## src/rtl/wb_daq_channel_arbiter.sv

```systemverilog
// Round-robin arbiter that shares one wb_daq_bus_master between four DAQ channel FIFOs.
// Each grant is capped at MAX_BURST words, and a burst ends early when the channel empties or is disabled.
//
// state | meaning
// IDLE  | wait for bus master idle and any channel request
// ARB   | pick next requesting channel after last_grant, latch address/select
// START | master_start high for this one cycle
// RUN   | bus master transferring; pop FIFO on data_done, wait for busy to fall
module wb_daq_channel_arbiter #(
  parameter int              dw            = 32,
  parameter int              aw            = 32,
  parameter logic [aw-1:0]   BASE_ADDRESS  = '0,
  parameter logic [aw-1:0]   VECTOR_STRIDE = aw'(32'h0000_0010),
  parameter int              MAX_BURST     = 8
) (
  input  logic            wb_clk,
  input  logic            wb_rst,
  input  logic [3:0]      channel_enable,
  input  logic [4*dw-1:0] channel_control,
  input  logic [3:0]      fifo_empty,
  input  logic [4*dw-1:0] fifo_data,
  output logic [3:0]      fifo_rd,
  output logic            master_start,
  output logic [aw-1:0]   master_address,
  output logic [1:0]      master_channel_select,
  output logic [dw-1:0]   master_channel_control,
  output logic [dw-1:0]   master_data_wr,
  output logic            master_fifo_empty,
  input  logic            master_data_done,
  input  logic            master_busy,
  output logic [1:0]      grant,
  output logic            busy
);

  typedef enum logic [1:0] {
    IDLE  = 2'd0,
    ARB   = 2'd1,
    START = 2'd2,
    RUN   = 2'd3
  } state_t;

  localparam logic [7:0] BURST_MAX = 8'(MAX_BURST);

  state_t     state;
  logic [1:0] last_grant;
  logic [7:0] burst_cnt;
  logic [3:0] req;
  logic [1:0] next_grant;
  logic [1:0] cand;
  logic       found;
  logic       in_xfer;
  logic       burst_full;

  assign req        = channel_enable & ~fifo_empty;
  assign in_xfer    = (state == START) || (state == RUN);
  assign burst_full = (burst_cnt >= BURST_MAX);
  assign busy       = (state != IDLE);

  // Search last_grant+1 .. last_grant+4; the +4 step wraps back to last_grant itself.
  always_comb begin
    next_grant = last_grant;
    found      = 1'b0;
    cand       = '0;
    for (int i = 1; i <= 4; i++) begin
      cand = last_grant + 2'(i);
      if (!found && req[cand]) begin
        next_grant = cand;
        found      = 1'b1;
      end
    end
  end

  always_ff @(posedge wb_clk) begin
    if (wb_rst) begin
      state                 <= IDLE;
      grant                 <= 2'd0;
      last_grant            <= 2'd3;
      burst_cnt             <= 8'd0;
      master_start          <= 1'b0;
      master_address        <= '0;
      master_channel_select <= 2'd0;
    end else begin
      master_start <= 1'b0;
      case (state)
        IDLE: begin
          if (!master_busy && (|req))
            state <= ARB;
        end
        ARB: begin
          burst_cnt <= 8'd0;
          // A found request implies the chosen FIFO is non-empty, which the bus master relies on.
          if (found && !master_busy) begin
            grant                 <= next_grant;
            master_channel_select <= next_grant;
            master_address        <= BASE_ADDRESS + aw'(next_grant) * VECTOR_STRIDE;
            master_start          <= 1'b1;
            state                 <= START;
          end else begin
            state <= IDLE;
          end
        end
        START: state <= RUN;
        RUN: begin
          if (master_data_done && !burst_full)
            burst_cnt <= burst_cnt + 8'd1;
          if (!master_busy) begin
            last_grant <= grant;
            state      <= IDLE;
          end
        end
        default: state <= IDLE;
      endcase
    end
  end

  // Pop is suppressed during reset so a data_done coinciding with reset cannot consume a word.
  always_comb begin
    fifo_rd = 4'b0000;
    if ((state == RUN) && master_data_done && !wb_rst)
      fifo_rd[grant] = 1'b1;
  end

  assign master_data_wr         = in_xfer ? fifo_data[int'(grant)*dw +: dw] : '0;
  assign master_channel_control = in_xfer ? channel_control[int'(grant)*dw +: dw] : '0;
  assign master_fifo_empty      = in_xfer &
                                  (fifo_empty[grant] | ~channel_enable[grant] | burst_full);

endmodule
```

## config.mk

```make
export PLATFORM = sky130hd
export DESIGN_NAME = wb_daq_channel_arbiter
export DESIGN_NICKNAME = d
export VERILOG_FILES = /design/src/rtl/wb_daq_channel_arbiter.sv
export SDC_FILE = /design/constraint.sdc
export NUM_CORES = 1
export LEC_CHECK = 0
export CAP_MARGIN = 40
export CELL_PAD_IN_SITES_DETAIL_PLACEMENT = 1
export CELL_PAD_IN_SITES_GLOBAL_PLACEMENT = 1
export CORE_AREA = 4 4 144 146
export DETAILED_ROUTE_END_ITERATION = 12
export DIE_AREA = 0 0 148 150
export DONT_BUFFER_PORTS = 1
export GPL_ROUTABILITY_DRIVEN = 0
export MAX_ROUTING_LAYER = met4
export PLACE_DENSITY = 0.39
export SLEW_MARGIN = 40
export SYNTH_ARGS = -nofsm -noshare
export SYNTH_HDL_FRONTEND = slang
export SYNTH_SLANG_ARGS = --single-unit
```

## constraint.sdc

```tcl
create_clock -name wb_clk -period 2.1 [get_ports wb_clk]
set_input_delay 0.42 -clock wb_clk [delete_from_list [all_inputs] [get_ports wb_clk]]
set_output_delay 0.42 -clock wb_clk [all_outputs]
set_load 0.02 [all_outputs]
```

==> qor.csv, run 1 <==
stage,metric,value,unit
setup_path,crit-path max cell delay,0.56,ns
synthesis,cell count after synthesis,283,
route,DRT iter0 DRCs,93,
clock_network,Clock Latency Late Sink,0.25,ns
min_path,hold depth,1,
setup_path,Worst Path Arrival,1.72,ns
synthesis,sequential element share of the synthesized area,0.0991,
clock_network,Clock Pin Slew Worst Setup and Hold Paths,0.06,ns
synthesis,"area leader, netlist",mux4_2,
cells_and_area,antenna cell count,0,
sta,hold slack final,0.226,ns
power_and_ir_drop,Switching Share,0.339,
sta,FMAX,0.467,GHz
clock_network,Num CTS Buffers,3,
die,DIE AREA,22200,sq um
synthesis,Area contributors post-synth,"mux4_2 48%, and2_1 14%, dfxtp_1 9.9%, buf_4 8.4%, clkbuf_1 2.0%",
clock_network,Sink Count,15,
setup_path,crit-path cells,buf_16 > mux4_2 > and2_1,
cells_and_area,# fillers,2270,
clock_network,CTS tree,done,
clock_network,CTS max path bufs,2,
synthesis,YS warnings,0,
power_and_ir_drop,Net Sw Power,0.409,mW
sta,final hold violation count,0,
power_and_ir_drop,part of the power in registers,0.249,
synthesis,"FF+latch count, synth",15,
route,vias per cell,4.57,
job,max-cap violations,0,
synthesis,dominant synthesized flop cell,dfxtp_1,
power_and_ir_drop,LEAKAGE,1.17,nW
cells_and_area,Sequential Area,309,sq um
global_route,largest net degree at the start of global routing,71,
route,vias after detailed routing,2485,
sta,Tmin final,2.14,ns
power_and_ir_drop,Int Power,0.799,mW
cells_and_area,"commonest non-fill, non-tap cell in the layout",mux4_2,
global_route,initial antenna violation count,0,
die,die height,150,um
status,status,"finished, violations left",
synthesis,synthesized area per cell,10.7,sq um
sta,RSZ-0062 raised after global routing,true,
die,Die X,148,um
route,DRT Pass-1 Iters,4,
global_route,total track usage,0.114,
setup_path,r2r startpoint,burst_cnt[7],
setup_path,crit end category,primary output,
global_route,vias in the first global route,2692,
route,Routed Antenna Nets,0,
setup_path,worst path required time,1.68,ns
power_and_ir_drop,"IR drop worst, VDD",0.000265,V
synthesis,Post-synth EDFFs,0,
setup_path,R2R depth,4,
synthesis,post-synthesis cell type count,37,
route,WL final,14400,um
min_path,Hold Crit Class,in -> reg,
power_and_ir_drop,Clock power frac,0.327,
die,row count,51,
setup_path,CP Launch Type,flip-flop,
power_and_ir_drop,Logic pwr share,0.424,
sta,setup TNS,-0.227,ns
setup_path,RR Endpoint,burst_cnt[2],
synthesis,Synth Cell Area,3030,sq um
sta,Finish-stage setup viols,20,
route,drc violations,0,
cells_and_area,layout cell share with drive strength beyond 1,0.462,
setup_path,slowest CP cell,mux4_2,
sta,setup ws final,-0.0435,ns
die,IO Pins,375,
sta,Final Cycle Share,1.02,
sta,Final Skew,0.00826,ns
route,Avg WL per Cell,26.5,um
setup_path,CP max FO,20,
status,failing checks,negative setup slack,
synthesis,top-area cell type share of the netlist area,0.483,
power_and_ir_drop,total power per unit cell area,335,nW/um^2
global_route,wire length of the first global-routing pass,18700,um
sta,Final Max Tran Viols,0,
placement,placed wire-length estimate,11700,um
placement,Port Buffers,0,
min_path,Hold Path Origin,wb_rst,
cells_and_area,Final #Nets,550,
cells_and_area,area of the multi-input gates,2530,sq um
clock_network,Clock Root Buffer,clkbuf_16,
setup_path,"delay-heaviest family, CP",multiplexers,
cells_and_area,most frequent cells in the layout,"65 x mux4_2, 36 x and2_1, 31 x and2_4, 30 x conb_1",
global_route,remaining global-route overflow,0,
setup_path,FF-to-FF setup slack,0.52,ns
setup_path,Buf/Inv on CP,1,
cells_and_area,Synth-to-Final Area Change,19.0,%
die,Initial Util,0.156,
synthesis,asr flop ratio synth,0,
setup_path,Crit Path Category,reg -> out,
die,core footprint,19400,sq um
clock_network,H-Tree Depth,1,
==> cells in the mapped netlist (all sizes together) (2+ instances only) <==
library cell	number
a211o	2
a21oi	9
a31oi	4
and2	67
and3	3
buf	43
clkbuf	16
dfxtp	15
ha	2
inv	8
mux4	65
nand2	8
nand2b	3
nand3	2
nand4	3
nor2	3
nor2b	5
nor3	2
nor3b	2
o21a	2
o21ai	2
o221ai	2
o41ai	2
or4	3
==> final cells by class <==
| cell class | count | area share |
|---|---|---|
| Multi-Input combinational cell | 230 | 0.702 |
| Tap cell | 265 | 0.0919 |
| Clock inverter | 1 | 0.00173 |
| Inverter | 8 | 0.00833 |
| Timing Repair Buffer | 22 | 0.0895 |
| Clock buffer | 3 | 0.0208 |
| Sequential cell | 15 | 0.0857 |
==> state kept, by name, indices dropped and copies added, names as in the netlist, named ones only <==
register	flops
last_grant	2
burst_cnt	8
master_address	2
master_start	1
state	1
==> power by group through the flow <==
stage	clock, mW	sequential [mW]	combinational, mW
after floorplan	0	0.303	0.430
after global placement	0	0.307	0.452
after detailed placement	0	0.307	0.455
after CTS	0.418	0.301	0.505
after global routing	0.425	0.302	0.544
final	0.396	0.301	0.512
==> metal layers <==
layer | up-vias | GRT usage | wire, um
met5 | - | - | 0
met4 | 0 | 0.0180 | 127
met3 | 8 | 0.0251 | 1270
met2 | 207 | 0.190 | 7370
met1 | 1251 | 0.145 | 5660
li1 | 1019 | - | -
==> worst max path at each step <==
| stage | end | slack [ns] | cells past startpoint | startpoint |
|---|---|---|---|---|
| 3_3_place_gp | master_data_wr[27] | 0.11 | 3 | master_address[4] |
| 6_report | master_channel_control[0] | -0.04 | 3 | master_address[4] |
| 5_1_grt | master_channel_control[0] | -0.08 | 3 | master_address[4] |
| 2_1_floorplan | master_channel_control[0] | -0.02 | 4 | master_address[4] |
| 3_5_place_dp | master_data_wr[27] | 0.08 | 3 | master_address[4] |
| 4_1_cts | master_channel_control[16] | -0.08 | 4 | master_address[4] |
==> stage by stage <==
step / power, mW / utilization / setup slack, ns / area (sq um) / cells
after global placement: 0.759 / 0.169 / 0.115 / 3280 / 533
after CTS: 1.22 / 0.183 / -0.0806 / 3550 / 543
after floorplan: 0.733 / - / -0.0231 / 3140 / 312
after detailed placement: 0.762 / 0.169 / 0.0822 / 3280 / 533
final: 1.21 / 0.186 / -0.0435 / 3610 / 544
after global routing: 1.27 / 0.186 / -0.0754 / 3610 / 544
==> what timing repair did <==
action                     4_1_cts  5_1_grt
setup buffers                    3        0
cloned                           3        2
setup endpoints to repair       60       61
hold buffers                     0        0
gates resized for setup         46       21
hold endpoints to repair         0        0
==> kinds of logic (layout without fill, tap and decap cells) <==
kind of cell,count (synthesis),count (layout),synth area share
AND/OR/NAND/NOR,104,104,0.214
buffers and inverters,67,34,0.129
multiplexers,65,65,0.483
AO/OA/AOI/OAI,29,29,0.0653
flip-flops,15,15,0.0991
adder cells (fa/ha/maj),2,2,0.00826
other,1,30,0.00124
No activity file was read; power rests on OpenSTA's default activity.
==> run 2, diff against run 1 <==
- PLACE_DENSITY: 0.39 -> not set
- PLACE_DENSITY_LB_ADDON: not set -> 0.25
==> qor.csv, run 2 (synthesized netlist as in run 1, its figures left out) <==
stage,metric,value,unit,change
status,status,"finished, violations left",,
status,failing checks,negative setup slack,,
route,vias after detailed routing,2546,,+2.5%
route,Routed Antenna Nets,0,,unchanged
sta,Final Skew,0.00771,ns,-0.000545 ns
setup_path,RR Endpoint,burst_cnt[1],,
route,drc violations,0,,unchanged
placement,placed cell area,3310,sq um,+0.84%
power_and_ir_drop,"IR drop worst, VDD",0.000230,V,-13%
cells_and_area,"commonest non-fill, non-tap cell in the layout",mux4_2,,
die,Initial Util,0.156,,unchanged
route,Avg WL per Cell,26.8,um,+0.95%
placement,placed wire-length estimate,12100,um,+3.0%
die,Die X,148,um,unchanged
clock_network,Num CTS Buffers,3,,unchanged
clock_network,Sink Count,15,,unchanged
clock_network,Clock Pin Slew Worst Setup and Hold Paths,0.06,ns,about the same
job,max-cap violations,0,,unchanged
cells_and_area,Largest Register,burst_cnt,,
cells_and_area,final core occ,0.198,,+0.0121
global_route,vias in the first global route,2683,,-0.33%
global_route,busiest layer in global routing,met2,,
sta,Finish-stage setup viols,8,,-60%
placement,Port Buffers,0,,unchanged
setup_path,CP Launch Type,flip-flop,,
global_route,met3 global-route usage,0.0354,,+0.0103
setup_path,Critical Path Start,master_address[4],,
cells_and_area,top flop regs,"burst_cnt (8), last_grant (2), master_address (2)",,
cells_and_area,layout cell share with drive strength beyond 1,0.589,,+0.126
cells_and_area,post-route cell area,3840,sq um,+6.5%
setup_path,R2R depth,4,,unchanged
cells_and_area,number of flip-flops in the largest register,8,,unchanged
global_route,total track usage,0.117,,+0.00312
route,WL final,14900,um,+3.2%
cells_and_area,Synth-to-Final Area Change,26.8,%,
cells_and_area,Final #Nets,558,,+1.5%
clock_network,CTS max path bufs,2,,unchanged
die,DIE AREA,22200,sq um,unchanged
setup_path,crit end category,primary output,,
die,row count,51,,unchanged
min_path,Hold Crit Class,in -> reg,,
setup_path,CP max FO,8,,-60%
sta,RSZ-0062 raised after global routing,true,,
sta,hold slack final,0.224,ns,-0.00184 ns
cells_and_area,most frequent cells in the layout,"65 x mux4_2, 64 x and2_4, 30 x conb_1, 14 x buf_4, 12 x dfxtp_1",,
die,IO Pins,375,,unchanged
sta,final hold violation count,0,,unchanged
route,DRT iter0 DRCs,110,,+18%
die,die height,150,um,unchanged
sta,setup ws final,-0.0279,ns,+0.0156 ns
setup_path,worst path required time,1.68,ns,about the same
setup_path,Crit Path Category,reg -> out,,
setup_path,Worst Path Arrival,1.71,ns,about the same
clock_network,Clock Latency Late Sink,0.25,ns,about the same
sta,Final Max Tran Viols,0,,unchanged
sta,Final Cycle Share,1.01,,-0.00743
clock_network,CTS tree,done,,
route,DRT Pass-1 Iters,4,,unchanged
clock_network,H-Tree Depth,1,,unchanged
clock_network,Clock Root Buffer,clkbuf_16,,
setup_path,FF-to-FF setup slack,0.49,ns,-0.03 ns
global_route,M1 GR Usage,0.147,,+0.00191
setup_path,Worst Setup EP,master_data_wr[18],,
global_route,wire length of the first global-routing pass,19200,um,+2.6%
die,core footprint,19400,sq um,unchanged
power_and_ir_drop,total power per unit cell area,328,nW/um^2,-2.3%
clock_network,Hold Buf Count CTS,0,,unchanged
power_and_ir_drop,LEAKAGE,1.29,nW,+10%
route,vias per cell,4.58,,+0.24%
sta,FMAX,0.470,GHz,+0.73%
global_route,met2 usage,0.193,,+0.00228
sta,Tmin final,2.13,ns,-0.0156 ns
global_route,largest net degree at the start of global routing,39,,-45%
global_route,initial antenna violation count,4,,+4
global_route,remaining global-route overflow,0,,unchanged
sta,setup TNS,-0.0827,ns,+0.144 ns
run 2: changes by cell type in the layout (fill, tap and decap cells not counted):
cell,delta
and2_4,+33
and2_1,-33
a31oi_2,-1
buf_4,+2
clkbuf_16,+2
a31oi_1,+1
bufbuf_16,+1
buf_6,+2
diode_2,+4
buf_16,+1
run 2: report_power, final:
group,internal [mW],total [mW],switching [mW]
combinational,0.290,0.564,0.274
clock,0.258,0.391,0.133
sequential,0.288,0.303,0.0147
total,0.836,1.26,0.422
run 2: layout make-up:
cell class | instances | area, sq um
fillers | 2257 | 15600
multi-input cells | 230 | 2610
clock inverters | 1 | 6.26
flip-flops and latches | 15 | 309
inverters | 8 | 30.0
diodes | 4 | 10.0
clock buffers | 3 | 75.1
repair buffers | 30 | 470
well taps | 265 | 332
run 2: routing by layer:
layer | up-vias | part of all wire
met5 | - | 0
met4 | 0 | 0.0057
met3 | 4 | 0.097
met2 | 216 | 0.50
met1 | 1286 | 0.40
li1 | 1040 | -
run 2: worst min path at each step:
stage                      start            to  slack [ns]  cells after the start
detailed placement  burst_cnt[6]  burst_cnt[6]        0.46                      1
finish                    wb_rst     flip-flop        0.22                      1
floorplan           burst_cnt[6]  burst_cnt[6]        0.43                      1
CTS                       wb_rst     flip-flop        0.22                      1
global placement    burst_cnt[6]  burst_cnt[6]        0.45                      1
global route              wb_rst     flip-flop        0.22                      1
run 2: repair_timing:
item	CTS	global route
setup buffers	6	0
pin swaps	4	1
cloned	3	4
resized for setup	50	84
setup endpoints to repair	56	59
run 2: critical path, cell delays in order (launching register included):
cell and delay, ns:
dfxtp_4 0.36, buf_12 0.17, buf_16 0.15, mux4_2 0.55
and2_4 0.21
run 2: stage by stage:
step           total power [mW]  cells  setup WS (ns)
6_report                   1.26    556        -0.0279
5_1_grt                    1.33    556        -0.0683
4_1_cts                    1.23    548        -0.0514
3_5_place_dp              0.773    535        -0.0167
3_3_place_gp              0.770    535         0.0238
2_1_floorplan             0.733    312        -0.0231
==> run 3, diff against run 2 <==
- SLEW_MARGIN: 40 -> not set
==> results of run 3 <==
The final DEF is identical to that of run 2; final timing and power are the same.
